[src/rtl/result_pack_write.sv]
// rtl/result_pack_write.sv - packs four DATA_W results into one SRAM word and writes it
module result_pack_write #(
    parameter int DATA_W = 48,
    parameter int ADDR_W = 8
) (
    input  logic                  clock,
    input  logic                  reset,
    input  logic                  enable,
    input  logic                  put_value_flag,
    input  logic [DATA_W-1:0]     value_in,
    output logic                  put_ready,
    input  logic                  flush,
    input  logic [ADDR_W-1:0]     last_address,
    output logic                  write_enable,
    output logic [ADDR_W-1:0]     write_address,
    output logic [4*DATA_W-1:0]   write_data,
    output logic [2:0]            fill_level,
    output logic                  done
);

    typedef enum logic {FILL, WRITE} state_t;

    state_t                state;
    state_t                state_next;
    logic [1:0]            fill_cnt;
    logic [4*DATA_W-1:0]   pack;
    logic [4*DATA_W-1:0]   pack_next;
    logic                  accept;
    logic                  go_write;

    assign fill_level = {1'b0, fill_cnt};

    always_comb begin
        accept       = 1'b0;
        go_write     = 1'b0;
        pack_next    = pack;
        state_next   = state;
        put_ready    = 1'b0;
        write_enable = 1'b0;
        done         = 1'b0;
        case (state)
            FILL: begin
                put_ready = 1'b1;
                accept    = enable && put_value_flag;
                // First value lands in the most significant slot.
                if (accept) begin
                    case (fill_cnt)
                        2'd0:    pack_next[4*DATA_W-1 -: DATA_W] = value_in;
                        2'd1:    pack_next[3*DATA_W-1 -: DATA_W] = value_in;
                        2'd2:    pack_next[2*DATA_W-1 -: DATA_W] = value_in;
                        default: pack_next[DATA_W-1   -: DATA_W] = value_in;
                    endcase
                end
                go_write = (accept && fill_cnt == 2'd3) ||
                           (enable && flush && (fill_cnt != 2'd0 || accept));
                if (go_write) begin
                    state_next = WRITE;
                end
            end
            WRITE: begin
                write_enable = 1'b1;
                done         = (write_address == last_address);
                state_next   = FILL;
            end
            default: state_next = FILL;
        endcase
    end

    always_ff @(posedge clock) begin
        if (reset) begin
            state         <= FILL;
            fill_cnt      <= 2'd0;
            pack          <= '0;
            write_address <= '0;
            write_data    <= '0;
        end else begin
            state <= state_next;
            if (go_write) begin
                write_data <= pack_next;
                pack       <= '0;
                fill_cnt   <= 2'd0;
            end else if (accept) begin
                pack     <= pack_next;
                fill_cnt <= fill_cnt + 2'd1;
            end
            if (state == WRITE) begin
                write_address <= done ? '0 : write_address + ADDR_W'(1);
            end
        end
    end

endmodule

[config.mk]
export PLATFORM = sky130hd
export DESIGN_NAME = result_pack_write
export DESIGN_NICKNAME = d
export VERILOG_FILES = /design/src/rtl/result_pack_write.sv
export SDC_FILE = /design/constraint.sdc
export NUM_CORES = 1
export LEC_CHECK = 0
export CAP_MARGIN = 30
export CORE_MARGIN = 4
export CORE_UTILIZATION = 57
export CTS_BUF_LIST = sky130_fd_sc_hd__clkbuf_4
export CTS_CLUSTER_SIZE = 8
export DETAILED_ROUTE_END_ITERATION = 16
export GPL_TIMING_DRIVEN = 1
export PLACE_DENSITY_LB_ADDON = 0.3
export SLEW_MARGIN = 25
export SYNTH_ARGS = -nofsm -noshare
export SYNTH_HDL_FRONTEND = slang
export SYNTH_SLANG_ARGS = --single-unit
[constraint.sdc]
create_clock -name clock -period 2.7 [get_ports clock]
set_input_delay 0.405 -clock clock [delete_from_list [all_inputs] [get_ports clock]]
set_output_delay 0.405 -clock clock [all_outputs]
set_load 0.05 [all_outputs]
Yosys cells after proc, flatten, opt, wreduce, memory -nomap -nowiden
Cells that the tools add are included.

Bits in registers: 395. Output and inout port bits: 206. Bits of input ports: 61. Word-level logic and storage cells: 36.

Add/subtract/negate cells: 2. Eq/ne operators: 4. Bitwise gates (word level): 1. Reductions and logical operators: 10. Mux-type cells: 14.

Operators by type and width (count): two-way mux 192 bit (2); two-way mux 48 bit (4); adder 8 x 1 -> 8 bit (second input constant) (1); equality test 8 bit (1); two-way mux 8 bit (1); two-way mux 1 bit (6); equality test 2 bit (second input constant) (2); logical AND 1 bit (4); OR reduction 3 bit (1); adder 2 x 1 -> 2 bit (second input constant) (1); equality test 2 x 1 -> 1 bit (second input constant) (1); zero test 2 bit (1); logical OR 1 bit (2); case mux 1 bit (2 select lines) (1); nonzero test 2 bit (1); OR reduction 2 bit (1); NOT 1 bit (1).

Depth between registers and ports, before layout
Gate-level depths: netlist (run 1).

Depth in word-level cells: 6. Depth in mapped cells: 9. Depth with buffers taken out: 6.

Least setup slack after synthesis (run 1)
OpenSTA, ideal clock, no wires.

Path type: reg-to-output. Start point: register write_address[2]. End point: output done. Stages on the path, launching flop included: 4. Arrival time: 2.102 ns. Data required time: 2.295 ns. Slack: 0.193 ns. Path through: dfxtp_1 > xnor2_1 > nand3_1 > nor3_1.

Word-level cells in the longest chain between the ends: 2.

Ends and longest elaborated chain: start, declared (RTL line 15) `output logic [ADDR_W-1:0] write_address,`; start signal, assigned (RTL line 87) `write_address <= done ? '0 : write_address + ADDR_W'(1);`; equality test 8 bit (RTL line 62) `done = (write_address == last_address);`; two-way mux 1 bit (RTL line 41) `case (state)`; end, declared (RTL line 18) `output logic done`.

Every way passes these cells.

Worst setup path in the final report (run 1)
Start point: register fill_cnt[0]. End point: output fill_level[0].

RTL lines: start, declared (RTL line 25) `logic [1:0] fill_cnt;`; start signal, assigned (RTL line 84) `fill_cnt <= fill_cnt + 2'd1;`; end, declared (RTL line 17) `output logic [2:0] fill_level,`.

No word-level cell between the ends.

==> results of run 1 <==
-- logic make-up after synthesis --
logic type	Yosys count	synth area share, %
flops	395	59.9
simple gates	227	6.89
compound gates	198	13.0
mux	192	14.6
buf+inv	92	4.02
xor+xnor	16	1.06
fa+ha+maj	5	0.474
other cells	1	0.0284
-- cells in the final DEF, fill, tap and decap left out --
cell,Yosys,layout
or2_4,0,1
o2bb2ai_1,192,192
diode_2,0,1
buf_4,5,10
o31ai_1,1,1
nand4_1,4,4
clkinv_1,0,16
o311ai_0,1,1
clkinvlp_4,0,2
and3b_1,1,1
nor3_1,2,2
conb_1,1,1
clkinv_2,0,1
inv_1,5,5
clkinv_4,0,1
ha_1,5,5
clkbuf_4,0,142
bufinv_16,0,1
nor2_4,0,1
nand2_4,4,5
xor2_1,3,3
xnor2_1,13,13
a21oi_1,3,3
mux2i_1,192,192
dfxtp_1,395,395
o21ai_0,1,1
nor2_1,205,204
clkdlybuf4s50_1,0,264
buf_12,0,11
nand2b_1,2,2
nand3_1,1,1
inv_2,0,1
nand2_1,7,6
-- state kept, by name, summed over array words and instances, names as in the netlist --
signal         count
pack             192
write_address      8
write_data       192
state              1
fill_cnt           2
-- final cells by class --
cell class,instances,area [um2]
Multi-Input combinational cell,639,4770
Fill cell,1503,5530
Antenna cell,1,2.50
Sequential cell,395,7910
Inverter,5,18.8
Clock inverter,22,123
Tap cell,285,357
Timing Repair Buffer,285,2940
Clock buffer,142,1070
-- routing by layer --
layer / vias up / global-route usage (%) / wire [um]
li1: 4648 / - / -
met1: 4620 / 30.6 / 14100
met2: 285 / 39.2 / 15000
met3: 62 / 6.48 / 1840
met4: 0 / 9.89 / 809
met5: - / 0 / 0
-- metrics by stage --
| step | setup WS (ns) | power, uW | area, um2 | utilization, % |
|---|---|---|---|---|
| 6_report | 0.277 | 11300 | 17200 | 75.7 |
| 5_1_grt | 0.184 | 11800 | 17200 | 75.7 |
| 4_1_cts | 0.209 | 11500 | 17200 | 75.7 |
| 3_5_place_dp | 0.389 | 6790 | 16000 | 70.4 |
| 3_3_place_gp | 0.446 | 6780 | 16000 | 70.4 |
| 2_1_floorplan | 0.193 | 6500 | 13200 | - |
-- power groups by stage --
stage	logic [uW]	clock network, uW	registers, uW
final	734	4680	5930
after CTS	735	4810	5930
after floorplan	367	0	6140
after global placement	724	0	6060
after detailed placement	731	0	6060
after global routing	784	5120	5930
-- worst max path at each step --
stage | from | to | slack, ns | depth (start not counted)
finish | fill_cnt[0] | fill_level[0] | 0.28 | 1
detailed placement | enable | write_data[160] | 0.39 | 6
floorplan | write_address[2] | done | 0.19 | 3
global route | fill_cnt[0] | fill_level[0] | 0.18 | 1
CTS | fill_cnt[0] | fill_level[0] | 0.21 | 1
global placement | enable | write_data[153] | 0.45 | 6
==> results.yml, run 1 <==
clock_tree:
  cts-htree-levels: 3
  clk_latency_ns: 0.69
  cts_tree: "built"
  cts_sinks: 395
  post_cts_buffers: 0
  cts_buffer_depth: 3
  path_clk_slew_ns: 0.06
  numCtsBuffers: 94
  cts-root-buf: "clkbuf_4"
  cts_resized: 0
  cts_hold_buf: 0
power:
  irDropWorstVdd_mv: 0.441
  p_int_uw: 8650
  switchingPower_uw: 2690
  power_frac_comb_pct: 6.5
  sequentialPowerShare_pct: 52.3
  clkPwrFrac_pct: 41.3
  p_sw_share_pct: 23.7
  p_per_area_mw_per_mm2: 660
  p_leak_uw: 0.00749
worst_setup_path:
  timing.rr.start: "fill_cnt[0]"
  path_cells: "clkdlybuf4s50_1"
  rr_worst_depth: 8
  cp_num_buf_inv: 1
  cpPeakStageDelay_ns: 0.92
  critPathSlowestCell: "clkdlybuf4s50_1"
  crit_arrival_ns: 2.02
  start_kind: "flop"
  cp_top_family: "buffers and inverters"
  worst_setup_path_end_kind: "output port"
  critical_path_required_ns: 2.30
  r2r_slack_ns: 0.59
  r2r-end: "write_data[75]"
  worstSetupPathType: "reg2out"
  cp_max_fo: 5
synth:
  syn-num-nets: 1192
  synth_top_cell_by_area: "dfxtp_1"
  syn_area_mm2: 0.0132
  ys_types: 27
  synth_edf_count: 0
  synth_common_cells: "dfxtp_1 (395), nor2_1 (205), mux2i_1 (192), o2bb2ai_1 (192), clkbuf_1 (38)"
  synth_most_common_cell: "dfxtp_1"
  syn_avg_cell_area_um2: 11.7
  synth_flop_cell: "dfxtp_1"
  seq_area_frac_synth_pct: 59.9
  synthArstFlopShare_pct: 0
  synth_cells: 1126
  synth-seq-cells: 395
  ys_top_cells_by_area: "dfxtp_1 (60%), mux2i_1 (15%), o2bb2ai_1 (13%)"
  ys_warn_count: 0
  netlist.area_leader.share_pct: 59.9
floorplanning:
  fp.dieH_um: 160
  core_mm2: 0.0227
  start_util_pct: 58.1
  die_w_um: 160
  io_pins: 267
  fp-row-count: 55
  dieArea_mm2: 0.0256
sta:
  maxSlewViolCount: 0
  clock.fmax_mhz: 413
  max_slew.worst_pin.slew_ns: 0.602
  hold_ws_ns: 0.435
  fin_skew_ns: 0.0510
  setup_viol: 0
  rsz0062_at_grt: "no"
  tns_ns: 0
  finalHoldViolCount: 0
  layout_min_cycle_time_ns: 2.42
  timing.final.crit_share_pct: 89.8
  max-slew-margin-rel_pct: 59.7
routing:
  first_pass_iters: 4
  ant_nets: 0
  via_count: 9615
  finalWirelength_um: 31700
  avgViaCountPerCell: 5.42
  routedWlPerCell_um: 17.9
  detail_route.iter0.violations: 517
  drc: 0
worst_hold_path:
  hold_path_depth: 2
  min_to: "write_address[1]"
  hp-class: "in2reg"
  holdCritStartpoint: "reset"
global_route:
  antenna_found_initial: 1
  grt_overflow: 0
  grt_usage_pct: 24.1
  grt_first_pass_wirelength_um: 51300
  grt_max_degree: 107
  first_global_vias: 9955
final_layout:
  drive_above_1_share_pct: 11.8
  final_cells: 1774
  nets: 1486
  area_growth_pct: 30.3
flow_run:
  cap_violations: 0
place:
  place_congestion: 0.809
  io_buffers: 265
  dp_hpwl_um: 19700
  dp.cells: 1609
outcome:
  status: "finished clean"
No activity file was read; power rests on OpenSTA's default activity.
==> inputs of run 2 (changes only) <==
CELL_PAD_IN_SITES_DETAIL_PLACEMENT = 1   (was unset)
CELL_PAD_IN_SITES_GLOBAL_PLACEMENT = 1   (was unset)
CORE_ASPECT_RATIO = 0.9   (was unset)
CORE_UTILIZATION = 45   (was 57)
CTS_CLUSTER_DIAMETER = 50   (was unset)
==> run 2 against run 1 <==
Maximum frequency is 2.3% lower. Final area decreased by 3.3%. Clock power shrank 38%. Combinational power increased by 0.5%. Sequential power about the same. Worst setup slack lost 0.057 ns. Final cell count rose by 0.34%. Critical path type unchanged. Critical endpoint is now write_address[2]. Largest power group unchanged.
==> results.yml, run 2 (synthesis results as in run 1) <==
outcome:
  status: "finished clean"
clock_tree:
  cts-htree-levels: 2
  cts_buffer_depth: 3
  clk_latency_ns: 0.70
  cts_sinks: 395
  cts_hold_buf: 0
  cts_resized: 0
  post_cts_buffers: 0
  cts_tree: "built"
  path_clk_slew_ns: 0.09
  cts-root-buf: "clkbuf_4"
  numCtsBuffers: 55
floorplanning:
  start_util_pct: 45.6
  dieArea_mm2: 0.0321
  io_pins: 267
  fp.dieH_um: 170
  core_mm2: 0.0289
  die_w_um: 188
  fp-row-count: 59
routing:
  first_pass_iters: 4
  detail_route.iter0.violations: 401
  finalWirelength_um: 34200
  routedWlPerCell_um: 19.2
  drc: 0
  ant_nets: 0
  via_count: 9256
  avgViaCountPerCell: 5.20
sta:
  setup_viol: 0
  tns_ns: 0
  finalHoldViolCount: 0
  timing.final.crit_share_pct: 91.9
  maxSlewViolCount: 0
  fin_skew_ns: 0.0212
  layout_min_cycle_time_ns: 2.48
  rsz0062_at_grt: "no"
  clock.fmax_mhz: 403
  max-slew-margin-rel_pct: 59.2
  max_slew.worst_pin.slew_ns: 0.611
power:
  p_per_area_mw_per_mm2: 576
  p_leak_uw: 0.00708
  irDropWorstVdd_mv: 0.321
  p_total_uw: 9570
worst_setup_path:
  cp-startpoint: "write_address[2]"
  crit_cells: 1
  r2r-end: "pack[98]"
  timing.rr.start: "fill_cnt[0]"
  worst_setup_path_end_kind: "output port"
  start_kind: "flop"
  critPathSlowestCell: "clkdlybuf4s50_1"
  r2r_slack_ns: 0.52
  crit_arrival_ns: 2.08
  cpPeakStageDelay_ns: 0.88
  cp_max_fo: 6
  worstSetupPathType: "reg2out"
  critical_path_required_ns: 2.30
  rr_worst_depth: 8
  cp_num_buf_inv: 1
  path_cells: "clkdlybuf4s50_1"
  cp_top_family: "buffers and inverters"
final_layout:
  mostFrequentLayoutCells: "dfxtp_1 (395), clkdlybuf4s50_1 (262), nor2_1 (204)"
  area_growth_pct: 25.9
  nets: 1445
  drive_above_1_share_pct: 6.22
  final_common_cell: "dfxtp_1"
  reg_top3: "pack (192), write_data (192), write_address (8)"
worst_hold_path:
  min_to: "write_data[78]"
  hp-class: "reg2reg"
  holdCritStartpoint: "write_data[78]"
  hold_path_depth: 1
global_route:
  grt_first_pass_wirelength_um: 54000
  grt_overflow: 0
  grt_usage_pct: 20.5
  grt_max_degree: 100
  first_global_vias: 9758
  antenna_found_initial: 1
place:
  dp_hpwl_um: 22200
  place_congestion: 0.731
  io_buffers: 265
flow_run:
  cap_violations: 0
run 2: power breakdown:
part | internal [uW] | total (uW) | switching [uW]
sequential | 5890 | 5930 | 35.8
clock | 1060 | 2900 | 1850
combinational | 263 | 738 | 475
run 2: worst max path at each step:
stage / to / slack, ns
after global placement: write_data[38] / 0.46
after global routing: done / 0.09
after CTS: write_enable / 0.01
final: write_address[2] / 0.22
after detailed placement: write_data[10] / 0.40
after floorplan: done / 0.19
run 2: cell type report:
cell class,count,area [um2]
multi-input combinational,639,4770
clock inverter,4,41.3
fill,3069,12300
tap,396,495
antenna,2,5.00
inverter,5,18.8
timing repair buffer,283,2950
clock buffer,56,420
sequential,395,7910
run 2: layer usage:
metal  vias up  global-route usage [%]  part of all wire, %
met1      4493                    27.6                   47
met3        46                    5.76                  6.3
met2       237                    33.0                   45
li1       4480                       -                    -
met4         0                    5.07                  1.6
met5         -                       0                    0
run 2: metrics by stage:
stage | std cells | hold slack [ns] | worst slack, ns | util, % | instance area (um2)
finish | 1780 | 0.467 | 0.220 | 57.4 | 16600
global route | 1780 | 0.399 | 0.0857 | 57.4 | 16600
CTS | 1778 | 0.383 | 0.0117 | 57.4 | 16600
detailed placement | 1718 | 0.445 | 0.396 | 55.8 | 16100
global placement | 1718 | 0.445 | 0.460 | 55.8 | 16100
floorplan | 1126 | 0.460 | 0.193 | - | 13200
==> inputs of run 3 (changes only) <==
CORE_UTILIZATION = 30   (was 45)
==> run 3 against run 2 <==
Combinational power grew 7.6%. Sequential cell count is the same. Utilization shrank 18 points. Critical path depth is the same. Maximum frequency shrank 1.4%. Final cell count grew 10%. Highest routed layer unchanged.
==> results.yml, run 3 (synthesis results as in run 1) <==
worst_setup_path:
  cpPeakStageDelay_ns: 0.87
  worstSetupPathType: "reg2out"
  cp_max_fo: 6
  path_cells: "clkdlybuf4s50_1"
  critical_path_required_ns: 2.30
  start_kind: "flop"
  worst_setup_path_end_kind: "output port"
  crit_arrival_ns: 2.11
  critPathSlowestCell: "clkdlybuf4s50_1"
  timing.rr.start: "fill_cnt[0]"
  cp_num_buf_inv: 1
  cp_top_family: "buffers and inverters"
  cp-startpoint: "write_address[0]"
clock_tree:
  cts-root-buf: "clkbuf_4"
  cts_sinks: 395
  cts-htree-levels: 2
  cts_tree: "built"
  path_clk_slew_ns: 0.09
  clk_latency_ns: 0.76
  numCtsBuffers: 56
  cts_buffer_depth: 3
  cts_hold_buf: 0
floorplanning:
  core_mm2: 0.0432
  io_pins: 267
  fp-row-count: 72
  fp.dieH_um: 207
  start_util_pct: 30.5
  die_w_um: 229
  dieArea_mm2: 0.0474
sta:
  max_slew.worst_pin.slew_ns: 0.669
  fin_skew_ns: 0.0246
  maxSlewViolCount: 0
  tns_ns: 0
  clock.fmax_mhz: 397
  setup_slack_ns: 0.184
  finalHoldViolCount: 0
  setup_viol: 0
  rsz0062_at_grt: "no"
  timing.final.crit_share_pct: 93.2
  max-slew-margin-rel_pct: 55.3
  layout_min_cycle_time_ns: 2.52
routing:
  ant_nets: 0
  drc: 0
  finalWirelength_um: 37800
  first_pass_iters: 4
  via_count: 9395
  detail_route.iter0.violations: 328
  routedWlPerCell_um: 19.2
  avgViaCountPerCell: 4.78
global_route:
  grt_usage_pct: 15.7
  antenna_found_initial: 1
  grt_overflow: 0
  grt_max_degree: 83
  busiest_layer: "met2"
  grt_util_met2_pct: 25.2
  use_met1_pct: 20.9
  grt_first_pass_wirelength_um: 59700
  first_global_vias: 10100
  grt_util_met3_pct: 4.29
final_layout:
  area_growth_pct: 29.4
  nets: 1469
  mostFrequentLayoutCells: "dfxtp_1 (395), clkdlybuf4s50_1 (262), nor2_1 (204)"
  drive_above_1_share_pct: 7.95
  fill_cells: 4687
  final_common_cell: "dfxtp_1"
  reg_top3: "pack (192), write_data (192), write_address (8)"
  fin_util_pct: 39.5
flow_run:
  cap_violations: 0
power:
  p_per_area_mw_per_mm2: 572
  irDropWorstVdd_mv: 0.228
  p_leak_uw: 0.00722
place:
  dp_slack_ns: 0.274
  place_congestion: 0.758
  io_buffers: 265
  dp_hpwl_um: 24900
outcome:
  status: "finished clean"
worst_hold_path:
  holdCritStartpoint: "reset"
  hp-class: "in2reg"
==> run 3: cell types whose count changed in the layout (fill, tap and decap cells not counted), moves of 2 or more <==
cell / change
buf_12: +5
buf_4: +18
clkbuf_4: +4
dlygate4sd2_1: +2
dlymetal6s2s_1: -2
inv_2: -3
==> run 3: what timing repair did <==
action,CTS,global route
endpoints found under the setup margin,2,0
setup buffers,0,0
gates resized for setup,2,0
==> run 3: where the power goes <==
| group | switching (uW) | total, uW | internal, uW |
|---|---|---|---|
| sequential | 32.9 | 5920 | 5890 |
| clock | 1940 | 3060 | 1120 |
| combinational | 503 | 794 | 292 |
==> run 3: final timing paths <==
kind                           end  cells past startpoint  slack, ns
setup / recovery  write_address[0]                      1       0.18
hold / removal    write_address[1]                      3       0.36
setup reg to reg   write_data[133]                      8       0.30
hold reg to reg     write_data[24]                      1       0.47
==> run 3: cell type report <==
type,instances,area (um2),area share (%)
clock buffer,60,450,2.64
sequential,395,7910,46.3
clock inverter,4,47.5,0.278
inverter,5,18.8,0.110
multi-input combinational,639,4770,27.9
tap,555,694,4.07
timing repair buffer,306,3180,18.6
antenna,2,5.00,0.0293
==> run 3: tightest hold or removal path: stages <==
cell	delay, ns
clkdlybuf4s50_1	0.47
buf_4	0.14
a21oi_1	0.04
==> run 3: metrics by stage <==
| step | std cells | cell area (um2) | hold slack, ns | power, uW |
|---|---|---|---|---|
| 2_1_floorplan | 1126 | 13200 | 0.460 | 6500 |
| 3_3_place_gp | 1900 | 16600 | 0.446 | 6860 |
| 3_5_place_dp | 1900 | 16600 | 0.445 | 6870 |
| 4_1_cts | 1964 | 17100 | 0.249 | 9990 |
| 5_1_grt | 1966 | 17100 | 0.293 | 10300 |
| 6_report | 1966 | 17100 | 0.356 | 9770 |
==> run 3: per-layer routing <==
layer,vias to the layer above,wire [um],part of all wire [%]
li1,4543,-,-
met1,4580,17900,47
met2,220,17000,45
met3,52,2130,5.6
met4,0,736,1.9
met5,-,0,0
